===== config.mk =====
export PLATFORM = sky130hd
export DESIGN_NAME = sia_uart_flat
export DESIGN_NICKNAME = d
export VERILOG_FILES = /design/src/rtl/sia_pkg.sv /design/src/rtl/sia_uart_if.sv /design/src/rtl/sia_fifo.sv /design/src/rtl/sia_uart.sv /design/src/flat_wrapper.sv
export SDC_FILE = /design/constraint.sdc
export NUM_CORES = 1
export LEC_CHECK = 0
export ABC_AREA = 1
export CAP_MARGIN = 20
export CORE_ASPECT_RATIO = 2
export CORE_MARGIN = 10
export CORE_UTILIZATION = 56
export DETAILED_ROUTE_END_ITERATION = 10
export HOLD_SLACK_MARGIN = 0.03
export PLACE_DENSITY_LB_ADDON = 0.3
export SLEW_MARGIN = 20
export SYNTH_ARGS = -nofsm -noshare
export SYNTH_HDL_FRONTEND = slang
export SYNTH_SLANG_ARGS = --single-unit

===== constraint.sdc =====
create_clock -name clk_i -period 2.7 [get_ports clk_i]
set_input_delay 0.54 -clock clk_i [delete_from_list [all_inputs] [get_ports clk_i]]
set_output_delay 0.54 -clock clk_i [all_outputs]
set_load 0.1 [all_outputs]

===== src/rtl/sia_pkg.sv =====
// Shared definitions for the SIA UART: register map, bit positions
// of STAT/CTRL/IEN, and the state encoding used by both engines.
package sia_pkg;

    localparam logic [1:0] ADR_STAT = 2'd0;
    localparam logic [1:0] ADR_DATA = 2'd1;
    localparam logic [1:0] ADR_DIV  = 2'd2;
    localparam logic [1:0] ADR_IEN  = 2'd3;

    localparam int ST_RX_NEMPTY = 0;
    localparam int ST_RX_FULL   = 1;
    localparam int ST_TX_EMPTY  = 2;
    localparam int ST_TX_FULL   = 3;
    localparam int ST_TX_IDLE   = 4;
    localparam int ST_OVR       = 5;
    localparam int ST_FERR      = 6;

    localparam int CT_STOP2    = 0;
    localparam int CT_LOOP     = 1;
    localparam int CT_CLR_OVR  = 5;
    localparam int CT_CLR_FERR = 6;
    localparam int CT_FLUSH_TX = 8;
    localparam int CT_FLUSH_RX = 9;

    localparam int IE_RX  = 0;
    localparam int IE_TX  = 1;
    localparam int IE_ERR = 2;

    typedef enum logic [1:0] {
        S_IDLE  = 2'd0,
        S_START = 2'd1,
        S_DATA  = 2'd2,
        S_STOP  = 2'd3
    } eng_state_t;

endpackage


===== src/rtl/sia_uart_if.sv =====
// Wishbone B4 16-bit slave bundle for the SIA UART.
// master drives cyc/stb/we/sel/adr/dat_i; slave returns ack/dat_o/stall.
interface sia_uart_if;
    logic        cyc_i;
    logic        stb_i;
    logic        we_i;
    logic [1:0]  sel_i;
    logic [1:0]  adr_i;
    logic [15:0] dat_i;
    logic        ack_o;
    logic [15:0] dat_o;
    logic        stall_o;

    modport master (
        output cyc_i, stb_i, we_i, sel_i, adr_i, dat_i,
        input  ack_o, dat_o, stall_o
    );

    modport slave (
        input  cyc_i, stb_i, we_i, sel_i, adr_i, dat_i,
        output ack_o, dat_o, stall_o
    );
endinterface


===== src/rtl/sia_fifo.sv =====
// Synchronous FIFO with push/pop/flush; flush wins over push and pop.
// Ports: clk_i, reset_i (async low), push/din, pop/dout, flush, full, empty, level.
module sia_fifo #(
    parameter int WIDTH      = 8,
    parameter int DEPTH_LOG2 = 3
) (
    input  logic                  clk_i,
    input  logic                  reset_i,
    input  logic                  push,
    input  logic [WIDTH-1:0]      din,
    input  logic                  pop,
    input  logic                  flush,
    output logic [WIDTH-1:0]      dout,
    output logic                  full,
    output logic                  empty,
    output logic [DEPTH_LOG2:0]   level
);
    localparam int DEPTH = 1 << DEPTH_LOG2;

    logic [WIDTH-1:0]      mem [DEPTH];
    logic [DEPTH_LOG2-1:0] wr_ptr;
    logic [DEPTH_LOG2-1:0] rd_ptr;
    logic                  do_push;
    logic                  do_pop;

    assign empty   = (level == '0);
    assign full    = (level == (DEPTH_LOG2+1)'(DEPTH));
    // A pop on a full FIFO frees the slot the same-cycle push needs.
    assign do_pop  = pop & ~empty;
    assign do_push = push & (~full | do_pop);
    assign dout    = mem[rd_ptr];

    always_ff @(posedge clk_i or negedge reset_i) begin
        if (!reset_i) begin
            wr_ptr <= '0;
            rd_ptr <= '0;
            level  <= '0;
        end else if (flush) begin
            wr_ptr <= '0;
            rd_ptr <= '0;
            level  <= '0;
        end else begin
            if (do_push) wr_ptr <= wr_ptr + 1'b1;
            if (do_pop)  rd_ptr <= rd_ptr + 1'b1;
            if (do_push && !do_pop)
                level <= level + 1'b1;
            else if (do_pop && !do_push)
                level <= level - 1'b1;
        end
    end

    always_ff @(posedge clk_i) begin
        if (do_push && !flush)
            mem[wr_ptr] <= din;
    end
endmodule


===== src/rtl/sia_uart.sv =====
// SIA UART: Wishbone slave with divisor, TX/RX FIFOs, framing, loopback, irq.
// Ports: clk_i, reset_i (async low), wb (slave bus), rxd_i, txd_o, irq_o.
module sia_uart
    import sia_pkg::*;
#(
    parameter int          DATA_BITS     = 8,
    parameter int          TX_DEPTH_LOG2 = 3,
    parameter int          RX_DEPTH_LOG2 = 3,
    parameter int          DIV_WIDTH     = 16,
    parameter logic [15:0] DEFAULT_DIV   = 16'd433
) (
    input  logic       clk_i,
    input  logic       reset_i,
    sia_uart_if.slave  wb,
    input  logic       rxd_i,
    output logic       txd_o,
    output logic       irq_o
);
    localparam logic [2:0] LAST_BIT = 3'(DATA_BITS - 1);

    // bus decode
    logic req, wr, rd;
    logic is_stat, is_data, is_div, is_ien;
    logic [15:0] rd_data;
    logic        ack_q;
    logic [15:0] dat_q;

    // registers
    logic [DIV_WIDTH-1:0] div_q;
    logic                 stop2_q, loop_q;
    logic [2:0]           ien_q;
    logic                 ovr_q, ferr_q, irq_q;

    // fifos
    logic                   tx_push, tx_pop, tx_full, tx_empty, flush_tx;
    logic [DATA_BITS-1:0]   tx_dout;
    logic [TX_DEPTH_LOG2:0] tx_level;
    logic                   rx_push, rx_pop, rx_full, rx_empty, flush_rx;
    logic [DATA_BITS-1:0]   rx_dout;
    logic [RX_DEPTH_LOG2:0] rx_level;

    // tx engine
    eng_state_t           tx_state_q, tx_state_d;
    logic [DIV_WIDTH-1:0] tx_cnt_q, tx_cnt_d, tx_div_q, tx_div_d;
    logic [2:0]           tx_bit_q, tx_bit_d;
    logic [DATA_BITS-1:0] tx_shift_q, tx_shift_d;
    logic                 tx_stop_q, tx_stop_d;
    logic                 txd_q, txd_d, tx_load;

    // rx engine
    eng_state_t           rx_state_q, rx_state_d;
    logic [DIV_WIDTH-1:0] rx_cnt_q, rx_cnt_d, rx_div_q, rx_div_d;
    logic [DIV_WIDTH-1:0] half_div;
    logic [2:0]           rx_bit_q, rx_bit_d;
    logic [DATA_BITS-1:0] rx_shift_q, rx_shift_d;
    logic [1:0]           rx_sync;
    logic                 rx_in, rx_prev_q;
    logic                 ovr_set, ferr_set, clr_ovr, clr_ferr;

    logic unused;
    assign unused = ^{wb.sel_i[1], wb.dat_i, tx_level};

    assign req     = wb.cyc_i & wb.stb_i;
    assign wr      = req & wb.we_i & wb.sel_i[0];
    assign rd      = req & ~wb.we_i;
    assign is_stat = (wb.adr_i == ADR_STAT);
    assign is_data = (wb.adr_i == ADR_DATA);
    assign is_div  = (wb.adr_i == ADR_DIV);
    assign is_ien  = (wb.adr_i == ADR_IEN);

    assign tx_push  = wr & is_data;
    assign rx_pop   = rd & is_data & ~rx_empty;
    assign flush_tx = wr & is_stat & wb.dat_i[CT_FLUSH_TX];
    assign flush_rx = wr & is_stat & wb.dat_i[CT_FLUSH_RX];
    assign clr_ovr  = wr & is_stat & wb.dat_i[CT_CLR_OVR];
    assign clr_ferr = wr & is_stat & wb.dat_i[CT_CLR_FERR];

    assign wb.ack_o   = ack_q;
    assign wb.dat_o   = dat_q;
    assign wb.stall_o = 1'b0;
    assign txd_o      = loop_q ? 1'b1 : txd_q;
    assign irq_o      = irq_q;

    sia_fifo #(.WIDTH(DATA_BITS), .DEPTH_LOG2(TX_DEPTH_LOG2)) u_tx_fifo (
        .clk_i  (clk_i),
        .reset_i(reset_i),
        .push   (tx_push),
        .din    (wb.dat_i[DATA_BITS-1:0]),
        .pop    (tx_pop),
        .flush  (flush_tx),
        .dout   (tx_dout),
        .full   (tx_full),
        .empty  (tx_empty),
        .level  (tx_level)
    );

    sia_fifo #(.WIDTH(DATA_BITS), .DEPTH_LOG2(RX_DEPTH_LOG2)) u_rx_fifo (
        .clk_i  (clk_i),
        .reset_i(reset_i),
        .push   (rx_push),
        .din    (rx_shift_q),
        .pop    (rx_pop),
        .flush  (flush_rx),
        .dout   (rx_dout),
        .full   (rx_full),
        .empty  (rx_empty),
        .level  (rx_level)
    );

    always_comb begin
        rd_data = '0;
        unique case (1'b1)
            is_stat: begin
                rd_data[15:8]         = 8'(rx_level);
                rd_data[ST_RX_NEMPTY] = ~rx_empty;
                rd_data[ST_RX_FULL]   = rx_full;
                rd_data[ST_TX_EMPTY]  = tx_empty;
                rd_data[ST_TX_FULL]   = tx_full;
                rd_data[ST_TX_IDLE]   = tx_empty & (tx_state_q == S_IDLE);
                rd_data[ST_OVR]       = ovr_q;
                rd_data[ST_FERR]      = ferr_q;
            end
            is_data: begin
                if (!rx_empty)
                    rd_data = {1'b1, {(15-DATA_BITS){1'b0}}, rx_dout};
            end
            is_div:  rd_data = 16'(div_q);
            is_ien:  rd_data = {13'b0, ien_q};
        endcase
    end

    always_ff @(posedge clk_i or negedge reset_i) begin
        if (!reset_i) begin
            ack_q   <= 1'b0;
            dat_q   <= '0;
            div_q   <= DIV_WIDTH'(DEFAULT_DIV);
            stop2_q <= 1'b0;
            loop_q  <= 1'b0;
            ien_q   <= '0;
            ovr_q   <= 1'b0;
            ferr_q  <= 1'b0;
            irq_q   <= 1'b0;
        end else begin
            ack_q <= req;
            dat_q <= rd ? rd_data : '0;
            if (wr && is_stat) begin
                stop2_q <= wb.dat_i[CT_STOP2];
                loop_q  <= wb.dat_i[CT_LOOP];
            end
            if (wr && is_div) div_q <= wb.dat_i[DIV_WIDTH-1:0];
            if (wr && is_ien) ien_q <= wb.dat_i[2:0];
            // a set in the same cycle as the clear survives
            ovr_q  <= ovr_set  | (ovr_q  & ~clr_ovr);
            ferr_q <= ferr_set | (ferr_q & ~clr_ferr);
            irq_q  <= |(ien_q & {ovr_q | ferr_q, tx_empty, ~rx_empty});
        end
    end

    // ---------------- transmitter ----------------
    always_ff @(posedge clk_i or negedge reset_i) begin
        if (!reset_i) begin
            tx_state_q <= S_IDLE;
            tx_cnt_q   <= '0;
            tx_div_q   <= '0;
            tx_bit_q   <= '0;
            tx_shift_q <= '0;
            tx_stop_q  <= 1'b0;
            txd_q      <= 1'b1;
        end else begin
            tx_state_q <= tx_state_d;
            tx_cnt_q   <= tx_cnt_d;
            tx_div_q   <= tx_div_d;
            tx_bit_q   <= tx_bit_d;
            tx_shift_q <= tx_shift_d;
            tx_stop_q  <= tx_stop_d;
            txd_q      <= txd_d;
        end
    end

    always_comb begin
        tx_state_d = tx_state_q;
        tx_cnt_d   = tx_cnt_q;
        tx_div_d   = tx_div_q;
        tx_bit_d   = tx_bit_q;
        tx_shift_d = tx_shift_q;
        tx_stop_d  = tx_stop_q;
        txd_d      = txd_q;
        tx_pop     = 1'b0;
        tx_load    = 1'b0;
        unique case (tx_state_q)
            S_IDLE: tx_load = ~tx_empty;
            S_START: begin
                if (tx_cnt_q == '0) begin
                    tx_state_d = S_DATA;
                    tx_cnt_d   = tx_div_q;
                    tx_bit_d   = '0;
                    txd_d      = tx_shift_q[0];
                end else begin
                    tx_cnt_d = tx_cnt_q - 1'b1;
                end
            end
            S_DATA: begin
                if (tx_cnt_q == '0) begin
                    tx_cnt_d = tx_div_q;
                    if (tx_bit_q == LAST_BIT) begin
                        tx_state_d = S_STOP;
                        tx_stop_d  = stop2_q;
                        txd_d      = 1'b1;
                    end else begin
                        tx_bit_d   = tx_bit_q + 1'b1;
                        tx_shift_d = tx_shift_q >> 1;
                        txd_d      = tx_shift_q[1];
                    end
                end else begin
                    tx_cnt_d = tx_cnt_q - 1'b1;
                end
            end
            S_STOP: begin
                if (tx_cnt_q == '0) begin
                    if (tx_stop_q) begin
                        tx_stop_d = 1'b0;
                        tx_cnt_d  = tx_div_q;
                    end else if (!tx_empty) begin
                        // next start bit follows the stop bit directly
                        tx_load = 1'b1;
                    end else begin
                        tx_state_d = S_IDLE;
                    end
                end else begin
                    tx_cnt_d = tx_cnt_q - 1'b1;
                end
            end
        endcase
        if (tx_load) begin
            tx_pop     = 1'b1;
            tx_shift_d = tx_dout;
            tx_div_d   = div_q;
            tx_cnt_d   = div_q;
            txd_d      = 1'b0;
            tx_state_d = S_START;
        end
    end

    // ---------------- receiver ----------------
    // (DIV+1)/2 without a wider adder
    assign half_div = {1'b0, div_q[DIV_WIDTH-1:1]}
                    + {{(DIV_WIDTH-1){1'b0}}, div_q[0]};
    assign rx_in = loop_q ? txd_q : rx_sync[1];

    always_ff @(posedge clk_i or negedge reset_i) begin
        if (!reset_i) begin
            rx_sync    <= 2'b11;
            rx_prev_q  <= 1'b1;
            rx_state_q <= S_IDLE;
            rx_cnt_q   <= '0;
            rx_div_q   <= '0;
            rx_bit_q   <= '0;
            rx_shift_q <= '0;
        end else begin
            rx_sync    <= {rx_sync[0], rxd_i};
            rx_prev_q  <= rx_in;
            rx_state_q <= rx_state_d;
            rx_cnt_q   <= rx_cnt_d;
            rx_div_q   <= rx_div_d;
            rx_bit_q   <= rx_bit_d;
            rx_shift_q <= rx_shift_d;
        end
    end

    // Re-arming needs a falling edge, so after a framing error the
    // engine implicitly waits for the line to return high.
    always_comb begin
        rx_state_d = rx_state_q;
        rx_cnt_d   = rx_cnt_q;
        rx_div_d   = rx_div_q;
        rx_bit_d   = rx_bit_q;
        rx_shift_d = rx_shift_q;
        rx_push    = 1'b0;
        ovr_set    = 1'b0;
        ferr_set   = 1'b0;
        unique case (rx_state_q)
            S_IDLE: begin
                if (rx_prev_q && !rx_in) begin
                    rx_state_d = S_START;
                    rx_div_d   = div_q;
                    rx_cnt_d   = half_div;
                end
            end
            S_START: begin
                if (rx_cnt_q == '0) begin
                    if (rx_in) begin
                        rx_state_d = S_IDLE;
                    end else begin
                        rx_state_d = S_DATA;
                        rx_cnt_d   = rx_div_q;
                        rx_bit_d   = '0;
                    end
                end else begin
                    rx_cnt_d = rx_cnt_q - 1'b1;
                end
            end
            S_DATA: begin
                if (rx_cnt_q == '0) begin
                    rx_shift_d = {rx_in, rx_shift_q[DATA_BITS-1:1]};
                    rx_cnt_d   = rx_div_q;
                    if (rx_bit_q == LAST_BIT)
                        rx_state_d = S_STOP;
                    else
                        rx_bit_d = rx_bit_q + 1'b1;
                end else begin
                    rx_cnt_d = rx_cnt_q - 1'b1;
                end
            end
            S_STOP: begin
                if (rx_cnt_q == '0) begin
                    rx_state_d = S_IDLE;
                    if (!rx_in)
                        ferr_set = 1'b1;
                    else if (rx_full)
                        ovr_set = 1'b1;
                    else
                        rx_push = 1'b1;
                end else begin
                    rx_cnt_d = rx_cnt_q - 1'b1;
                end
            end
        endcase
    end
endmodule


===== src/flat_wrapper.sv =====
// flat-port wrapper written by rule: the top's interface ports become plain ports
module sia_uart_flat import sia_pkg::*;
#(
    parameter int          DATA_BITS     = 8,
    parameter int          TX_DEPTH_LOG2 = 3,
    parameter int          RX_DEPTH_LOG2 = 3,
    parameter int          DIV_WIDTH     = 16,
    parameter logic [15:0] DEFAULT_DIV   = 16'd433
)
  (clk_i, reset_i, rxd_i, txd_o, irq_o, wb_cyc_i, wb_stb_i, wb_we_i, wb_sel_i, wb_adr_i, wb_dat_i, wb_ack_o, wb_dat_o, wb_stall_o);
  sia_uart_if wb_i ();
  input  logic clk_i;
  input  logic reset_i;
  input  logic rxd_i;
  output logic txd_o;
  output logic irq_o;
  input wire logic [$bits(wb_i.cyc_i)-1:0] wb_cyc_i;
  input wire logic [$bits(wb_i.stb_i)-1:0] wb_stb_i;
  input wire logic [$bits(wb_i.we_i)-1:0] wb_we_i;
  input wire logic [$bits(wb_i.sel_i)-1:0] wb_sel_i;
  input wire logic [$bits(wb_i.adr_i)-1:0] wb_adr_i;
  input wire logic [$bits(wb_i.dat_i)-1:0] wb_dat_i;
  output wire logic [$bits(wb_i.ack_o)-1:0] wb_ack_o;
  output wire logic [$bits(wb_i.dat_o)-1:0] wb_dat_o;
  output wire logic [$bits(wb_i.stall_o)-1:0] wb_stall_o;
  assign wb_i.cyc_i = wb_cyc_i;
  assign wb_i.stb_i = wb_stb_i;
  assign wb_i.we_i = wb_we_i;
  assign wb_i.sel_i = wb_sel_i;
  assign wb_i.adr_i = wb_adr_i;
  assign wb_i.dat_i = wb_dat_i;
  assign wb_ack_o = wb_i.ack_o;
  assign wb_dat_o = wb_i.dat_o;
  assign wb_stall_o = wb_i.stall_o;
  sia_uart #(.DATA_BITS(DATA_BITS), .TX_DEPTH_LOG2(TX_DEPTH_LOG2), .RX_DEPTH_LOG2(RX_DEPTH_LOG2), .DIV_WIDTH(DIV_WIDTH), .DEFAULT_DIV(DEFAULT_DIV)) u_core (.clk_i(clk_i), .reset_i(reset_i), .wb(wb_i), .rxd_i(rxd_i), .txd_o(txd_o), .irq_o(irq_o));
endmodule

# Word level (Yosys, flattened, before mapping)
# Memories as Yosys holds them, arrays and structs flattened.
# Cells that the tools add are included.
dict set report classes {
  n_addsub 13
  bitwise_logic 32
  reduce_logical 51
  eq_ne 35
  n_mux 89
}
# op n
set op_table {}
lappend op_table {{16-bit 2-to-1 mux} 11}
lappend op_table {{16-bit one-hot mux with 4 select lines} 1}
lappend op_table {{3-bit 2-to-1 mux} 15}
lappend op_table {{16-bit logical NOT} 2}
lappend op_table {{8-bit 2-to-1 mux} 4}
lappend op_table {{16-bit one-hot mux with 2 select lines} 1}
lappend op_table {{8-bit one-hot mux with 4 select lines} 1}
lappend op_table {{16-bit by 1-bit subtractor with 16-bit output, second input constant} 2}
lappend op_table {{1-bit 2-to-1 mux} 28}
lappend op_table {{7-bit one-hot mux with 4 select lines} 1}
lappend op_table {{2-bit 2-to-1 mux} 13}
lappend op_table {{4-bit 2-to-1 mux} 6}
lappend op_table {{2-bit by 1-bit inequality test with 1-bit output, second input constant} 10}
lappend op_table {{1-bit AND} 19}
lappend op_table {{3-bit by 1-bit adder with 3-bit output, second input constant} 6}
lappend op_table {{2-bit nonzero test} 9}
lappend op_table {{15-bit by 1-bit adder with 16-bit output} 1}
lappend op_table {{3-bit by 1-bit inequality test with 1-bit output, second input constant} 5}
lappend op_table {{2-bit == test, second input constant} 6}
lappend op_table {{3-bit one-hot mux with 2 select lines} 2}
lappend op_table {{3-bit nonzero test} 4}
lappend op_table {{1-bit logical AND} 10}
lappend op_table {{5-bit AND reduction} 2}
lappend op_table {{3-bit AND reduction} 3}
lappend op_table {{23 further kinds} 58}
dict set report totals {
  mem_bits_rw 128
  elab_cells 251
  n_memories 2
  regBits 156
  input_bits 26
  output_inout_bits 20
}
# memory depth width rd rd_ports_with_merged_regs wr line
set memory_table {}
lappend memory_table {u_core.u_rx_fifo.mem 8 8 1 0 1 sia_fifo.sv:20} ;# logic [WIDTH-1:0] mem [DEPTH];
lappend memory_table {u_core.u_tx_fifo.mem 8 8 1 0 1 sia_fifo.sv:20}

# Logic depth before layout (Yosys ltp)
dict set report depth {
  depth_word 14
  ltp_mapped 18
  mapped_depth_nobuf 17
}

# By module
# A second synthesis with hierarchy kept.
dict set report unflattened {
  cells_unflattened 1594
  area_unflattened_um2 14148.6
}
# mod seq_area_each_um2 n_inst area_each_um2 cells_per_inst
set by_module_without_submodules {}
lappend by_module_without_submodules {sia_uart 3414.5 1 7693.6 1006}
lappend by_module_without_submodules {{sia_fifo at u_core.u_rx_fifo} 2172.1 1 3238.1 294}
lappend by_module_without_submodules {{sia_fifo at u_core.u_tx_fifo} 2172.1 1 3216.8 294}

# Worst setup path after synthesis
# OpenSTA, ideal clock, no wires.
dict set report synth_path {
  kind {register to register}
  startpoint {register u_core.tx_cnt_q[0]}
  endpoint {register u_core.u_tx_fifo.level[3]}
  required_ps 2573
  slack_ps 62
  path_stages_with_launch 19
  period_less_slack_ps 2638
  t_arrival_ps 2511
  setup_ps 127
  n_path_buf 1
  path_cell_list {dfrtp_1 inv_1 ha_1 nand3_2 nor2_4 nand3_2 nand2_4 nand2_2 buf_6 nand2_4 nand2_1 inv_1 ha_1 inv_1 ha_1 a21oi_1 nand2_1 xnor2_1 o22ai_1}
}
dict set report synth_via {
  elab_chain_cells 10
  word_cells_on_any_way 14
  cone_classes {mux (5); bitwise (3); reduce/logical (6)}
}
# item line
set synth_rtl {}
lappend synth_rtl {{start, declared} sia_uart.sv:44} ;# logic [DIV_WIDTH-1:0] tx_cnt_q, tx_cnt_d, tx_div_q, tx_div_d;
lappend synth_rtl {{start signal, assigned} sia_uart.sv:171} ;# tx_cnt_q <= tx_cnt_d;
lappend synth_rtl {{16-bit logical NOT *} sia_uart.sv:219} ;# if (tx_cnt_q == '0) begin
lappend synth_rtl {{1-bit 2-to-1 mux *} sia_uart.sv:219}
lappend synth_rtl {{1-bit one-hot mux with 2 select lines *} sia_uart.sv:190} ;# unique case (tx_state_q)
lappend synth_rtl {{1-bit 2-to-1 mux *} sia_uart.sv:234} ;# if (tx_load) begin
lappend synth_rtl {{1-bit AND *} sia_fifo.sv:29} ;# assign do_pop = pop & ~empty;
lappend synth_rtl {{1-bit bitwise OR} sia_fifo.sv:30} ;# assign do_push = push & (~full | do_pop);
lappend synth_rtl {{1-bit AND} sia_fifo.sv:30}
lappend synth_rtl {{1-bit logical AND or 1-bit logical NOT (tied branches)} {sia_fifo.sv:45, sia_fifo.sv:47}}
lappend synth_rtl {{4-bit 2-to-1 mux or 1-bit logical AND (tied branches)} {sia_fifo.sv:45, sia_fifo.sv:47}}
lappend synth_rtl {{4-bit 2-to-1 mux or 3-bit nonzero test (tied branches)} n/a}
lappend synth_rtl {{end signal, assigned} sia_fifo.sv:46} ;# level <= level + 1'b1;
lappend synth_rtl {{end signal, assigned} sia_fifo.sv:48} ;# level <= level - 1'b1;
lappend synth_rtl {{end, declared} sia_fifo.sv:16} ;# output logic [DEPTH_LOG2:0] level
# Mark *: on every way between the ends. The rest lies on a longest branch, timed or not.
# A chain may end at the register's enable or synchronous reset.

# Worst setup path after layout
dict set report layout_path {
  startpoint {register u_core.rx_cnt_q[1]}
  endpoint {register u_core.u_rx_fifo.level[3]}
}
dict set report layout_via {
  elab_chain_cells 7
  word_cells_on_any_way 10
  cone_classes {mux (4); bitwise (1); reduce/logical (5)}
}
# item line
set layout_rtl {}
lappend layout_rtl {{start, declared} sia_uart.sv:52} ;# logic [DIV_WIDTH-1:0] rx_cnt_q, rx_cnt_d, rx_div_q, rx_div_d;
lappend layout_rtl {{start signal, assigned} sia_uart.sv:263} ;# rx_cnt_q <= rx_cnt_d;
lappend layout_rtl {{16-bit logical NOT *} sia_uart.sv:315} ;# if (rx_cnt_q == '0) begin
lappend layout_rtl {{1-bit 2-to-1 mux *} sia_uart.sv:315}
lappend layout_rtl {{1-bit 2-to-1 mux *} sia_uart.sv:281} ;# unique case (rx_state_q)
lappend layout_rtl {{1-bit AND *} sia_fifo.sv:30}
lappend layout_rtl {{1-bit logical AND or 1-bit logical NOT (tied branches)} {sia_fifo.sv:45, sia_fifo.sv:47}}
lappend layout_rtl {{4-bit 2-to-1 mux or 1-bit logical AND (tied branches)} {sia_fifo.sv:45, sia_fifo.sv:47}}
lappend layout_rtl {{4-bit 2-to-1 mux or 3-bit nonzero test (tied branches)} n/a}
lappend layout_rtl {{end signal, assigned} sia_fifo.sv:46}
lappend layout_rtl {{end signal, assigned} sia_fifo.sv:48}
lappend layout_rtl {{end, declared} sia_fifo.sv:16}
# Marks and branches as above.

==> reports/qor.yml <==
synthesis:
  synth_flop_cell: "dfrtp_1"
  synth_area_um2: 13500
  synth_edf_count: 128
  synth.distinct_cells: 52
  async_flop_share: 0.549
  ys_seq_area_frac: 0.575
  synth-warning-count: 0
  synth_seq_cells: 284
  synth_nets: 1489
  avgSynthCellArea_um2: 9.46
  syn-instance-count: 1426
floorplanning:
  die_w_um: 130
  core-area_um2: 23800
  initial_core_util: 0.566
  die_h_um: 240
  core.rowCount: 80
  io-pin-count: 46
  die_area_um2: 31100
place:
  io_buffer_count: 43
  gp_congestion: 0.934
  dp_hpwl_um: 25700
  placedCellCount: 1773
route:
  routed_wl_um: 35300
  dr.pass1.iters: 5
  ant_nets: 0
  via_count: 10600
  wl_per_cell_um: 19.4
  first_iter_violations: 724
  route.detailed.drc: 0
  vias_per_cell: 5.83
power_and_ir_drop:
  swShare: 0.398
  power_frac_comb: 0.367
  clockPowerShare: 0.245
  power_density_nw_per_um2: 1020
  power_report.internal_total_uw: 9480
  seqPwrFrac: 0.389
  power_leakage_uw: 0.00667
  p_switching_uw: 6270
  vdd_ir_drop_max_mv: 0.774
sta:
  hold_violations: 0
  fin_crit_sh: 0.933
  finalClockSkew_ps: 24.3
  fin_hold_ws_ps: 359
  min_period_ps: 2520
  tightest_slew_ps: 921
  drv_slew: 0
  max_freq_mhz: 397
  maxSlewHeadroom: 0.385
  setup_viol: 0
  rsz0062_at_grt: "true"
clock_network:
  cts-root-buf: "clkbuf_16"
  cts.sinks: 284
  cts_made_buffers: 26
  path_clk_slew_ps: 70
  clk_latency_ps: 570
  cts.path.max_buffers: 3
  cts_tree: "done"
  ctsHtreeMaxLevel: 1
critical_path:
  critPathLaunchType: "flip-flop"
  crit_fanout: 3
  critical_path_class: "flip-flop to flip-flop"
  worst_setup_path_end_kind: "flip-flop"
  reg2reg_from: "u_core.rx_cnt_q[1]"
  arrival_ps: 2960
  r2r_cells: 17
  rrSetupSlack_ps: 180
  r2r-end: "u_core.u_rx_fifo.level[3]"
  cp_data_required_time_ps: 3140
final_layout:
  nets: 1578
  n_antenna_cell: 0
  synthToLayoutAreaGrowth_pct: 14.8
  fin_cells: 1821
  drive_gt1_frac: 0.119
flow_run:
  drv_cap: 0
outcome:
  status: "finished clean"
worst_hold_path:
  hp-start: "u_core.rx_sync[0]"
  hold_class: "flip-flop to flip-flop"
  min_path_cells: 0
  hold_end: "u_core.rx_sync[1]"
global_routing:
  antenna_found_initial: 0
  overflow: 0
  grt_util_all_layers: 0.231
  grt_max_degree: 62
  first_global_vias: 10700
  grt_pass1_wl_um: 55900
==> per-stage QoR <==
stage | instance area [µm²] | total power (µW) | TNS (ps) | setup slack (ps) | utilization
final | 15500 | 15700 | 0 | 180 | 0.650
after global routing | 15500 | 16800 | -46.2 | -46.2 | 0.650
after CTS | 15500 | 15700 | 0 | 114 | 0.649
after detailed placement | 14500 | 11800 | -17.7 | -17.7 | 0.611
after global placement | 14500 | 11600 | 0 | 24.0 | 0.611
after floorplan | 13500 | 10000 | 0 | 61.8 | -
==> Yosys cell counts (4+ instances only) <==
| master | instances | area, µm² |
|---|---|---|
| clkbuf_1 | 34 | 128 |
| dfstp_2 | 9 | 236 |
| o22ai_1 | 11 | 68.8 |
| nand3_1 | 98 | 490 |
| nand4_1 | 5 | 31.3 |
| xnor2_1 | 12 | 105 |
| o21ai_0 | 157 | 786 |
| o211ai_1 | 22 | 165 |
| mux2_2 | 7 | 78.8 |
| xor2_1 | 20 | 175 |
| or2_2 | 8 | 50.1 |
| a211oi_1 | 5 | 37.5 |
| nor3_1 | 15 | 75.1 |
| nand2_1 | 254 | 953 |
| edfxtp_1 | 128 | 3840 |
| a21oi_1 | 68 | 340 |
| nor2_2 | 6 | 37.5 |
| ha_1 | 35 | 438 |
| buf_2 | 11 | 55.1 |
| inv_1 | 112 | 420 |
| nor2_1 | 179 | 672 |
| nand3b_1 | 5 | 37.5 |
| a22oi_1 | 6 | 45.0 |
| clkinv_1 | 4 | 15.0 |
| o221ai_1 | 10 | 87.6 |
| dfrtp_1 | 147 | 3680 |
| o21ai_1 | 17 | 85.1 |
==> power by group through the flow <==
stage          clock, µW  sequential (µW)  combinational [µW]
3_3_place_gp           0             6140                5490
6_report            3850             6120                5770
3_5_place_dp           0             6160                5680
5_1_grt             4090             6200                6490
4_1_cts             3910             6090                5730
2_1_floorplan          0             6010                4030
==> placed cells by master (no fill, tap or decap), drive strengths merged, types with 9 or more instances in the layout <==
master / Yosys / routed
a21oi: 70 / 70
buf: 17 / 88
clkbuf: 34 / 32
clkdlybuf4s50: 0 / 23
clkinv: 4 / 11
dfrtp: 147 / 147
dfstp: 9 / 9
edfxtp: 128 / 128
ha: 35 / 35
inv: 114 / 117
nand2: 259 / 259
nand3: 100 / 100
nor2: 186 / 186
nor3: 15 / 15
o211ai: 22 / 22
o21ai: 174 / 174
o221ai: 10 / 10
o22ai: 11 / 11
xnor2: 12 / 12
xor2: 20 / 20
==> logic make-up (layout without fill, tap and decap cells) <==
logic type	count (synthesis)	after routing	synth area share
multiplexers	9	9	0.00733
AO/OA/AOI/OAI	311	311	0.129
AND/OR/NAND/NOR	583	583	0.183
adder cells (fa/ha/maj)	37	37	0.0354
other	1	1	0.000278
XOR/XNOR	32	32	0.0208
buffers and inverters	169	277	0.0494
flip-flops	284	284	0.575
==> area by class of cell <==
type | instances | area [µm²]
well taps | 287 | 359
fillers | 1923 | 8330
flip-flops and latches | 284 | 7760
repair buffers | 112 | 930
multi-input cells | 973 | 5090
clock buffers | 32 | 734
inverters | 118 | 443
clock inverters | 15 | 173
==> routing by layer <==
metal  share of wire  vias to the layer above  global-route usage
met2            0.54                      385               0.424
met1            0.34                     5055               0.229
met3           0.048                      151              0.0308
li1                -                     5032                   -
met4           0.077                        0               0.162
met5               0                        -                   0
==> worst max-delay path by stage <==
stage | startpoint | endpoint | slack [ps] | cells after the start
after floorplan | u_core.tx_cnt_q[0] | u_core.u_tx_fifo.level[3] | 60 | 18
after global placement | wb_cyc_i | u_core.u_rx_fifo.level[2] | 20 | 11
after detailed placement | wb_cyc_i | u_core.u_rx_fifo.level[2] | -20 | 11
after CTS | u_core.rx_cnt_q[0] | u_core.u_rx_fifo.mem[1][5] | 110 | 14
after global routing | u_core.rx_cnt_q[1] | u_core.u_rx_fifo.level[3] | -50 | 17
final | u_core.rx_cnt_q[1] | u_core.u_rx_fifo.level[3] | 180 | 17
==> critical path, stage by stage, from the launching register on <==
cell	delay, ps
dfrtp_1	400
inv_1	90
ha_2	190
inv_1	40
nor2_1	100
nand2_1	70
nor2_1	120
nand2_2	70
inv_2	90
nand4_4	120
inv_1	90
ha_1	160
inv_1	60
ha_1	300
a21oi_1	150
nand2_1	80
xnor2_1	150
o22ai_1	100
==> sequential cells by signal, summed over array words and instances, names as in the netlist, 4 cells and up, named ones only <==
signal / count
u_core.div_q: 16
u_core.rx_cnt_q: 16
u_core.rx_div_q: 16
u_core.rx_shift_q: 8
u_core.tx_cnt_q: 16
u_core.tx_div_q: 16
u_core.tx_shift_q: 8
u_core.u_rx_fifo.level: 4
u_core.u_rx_fifo.mem: 64
u_core.u_tx_fifo.level: 4
u_core.u_tx_fifo.mem: 64
u_core.wb.dat_o: 16
==> repair_timing <==
action                                  CTS  global route
setup buffers                             0             0
hold endpoints to repair                 53             0
endpoints found under the setup margin    0            35
hold buffers                              1             0
gates resized for setup                   0             5
(Power assumes the default switching activity.)
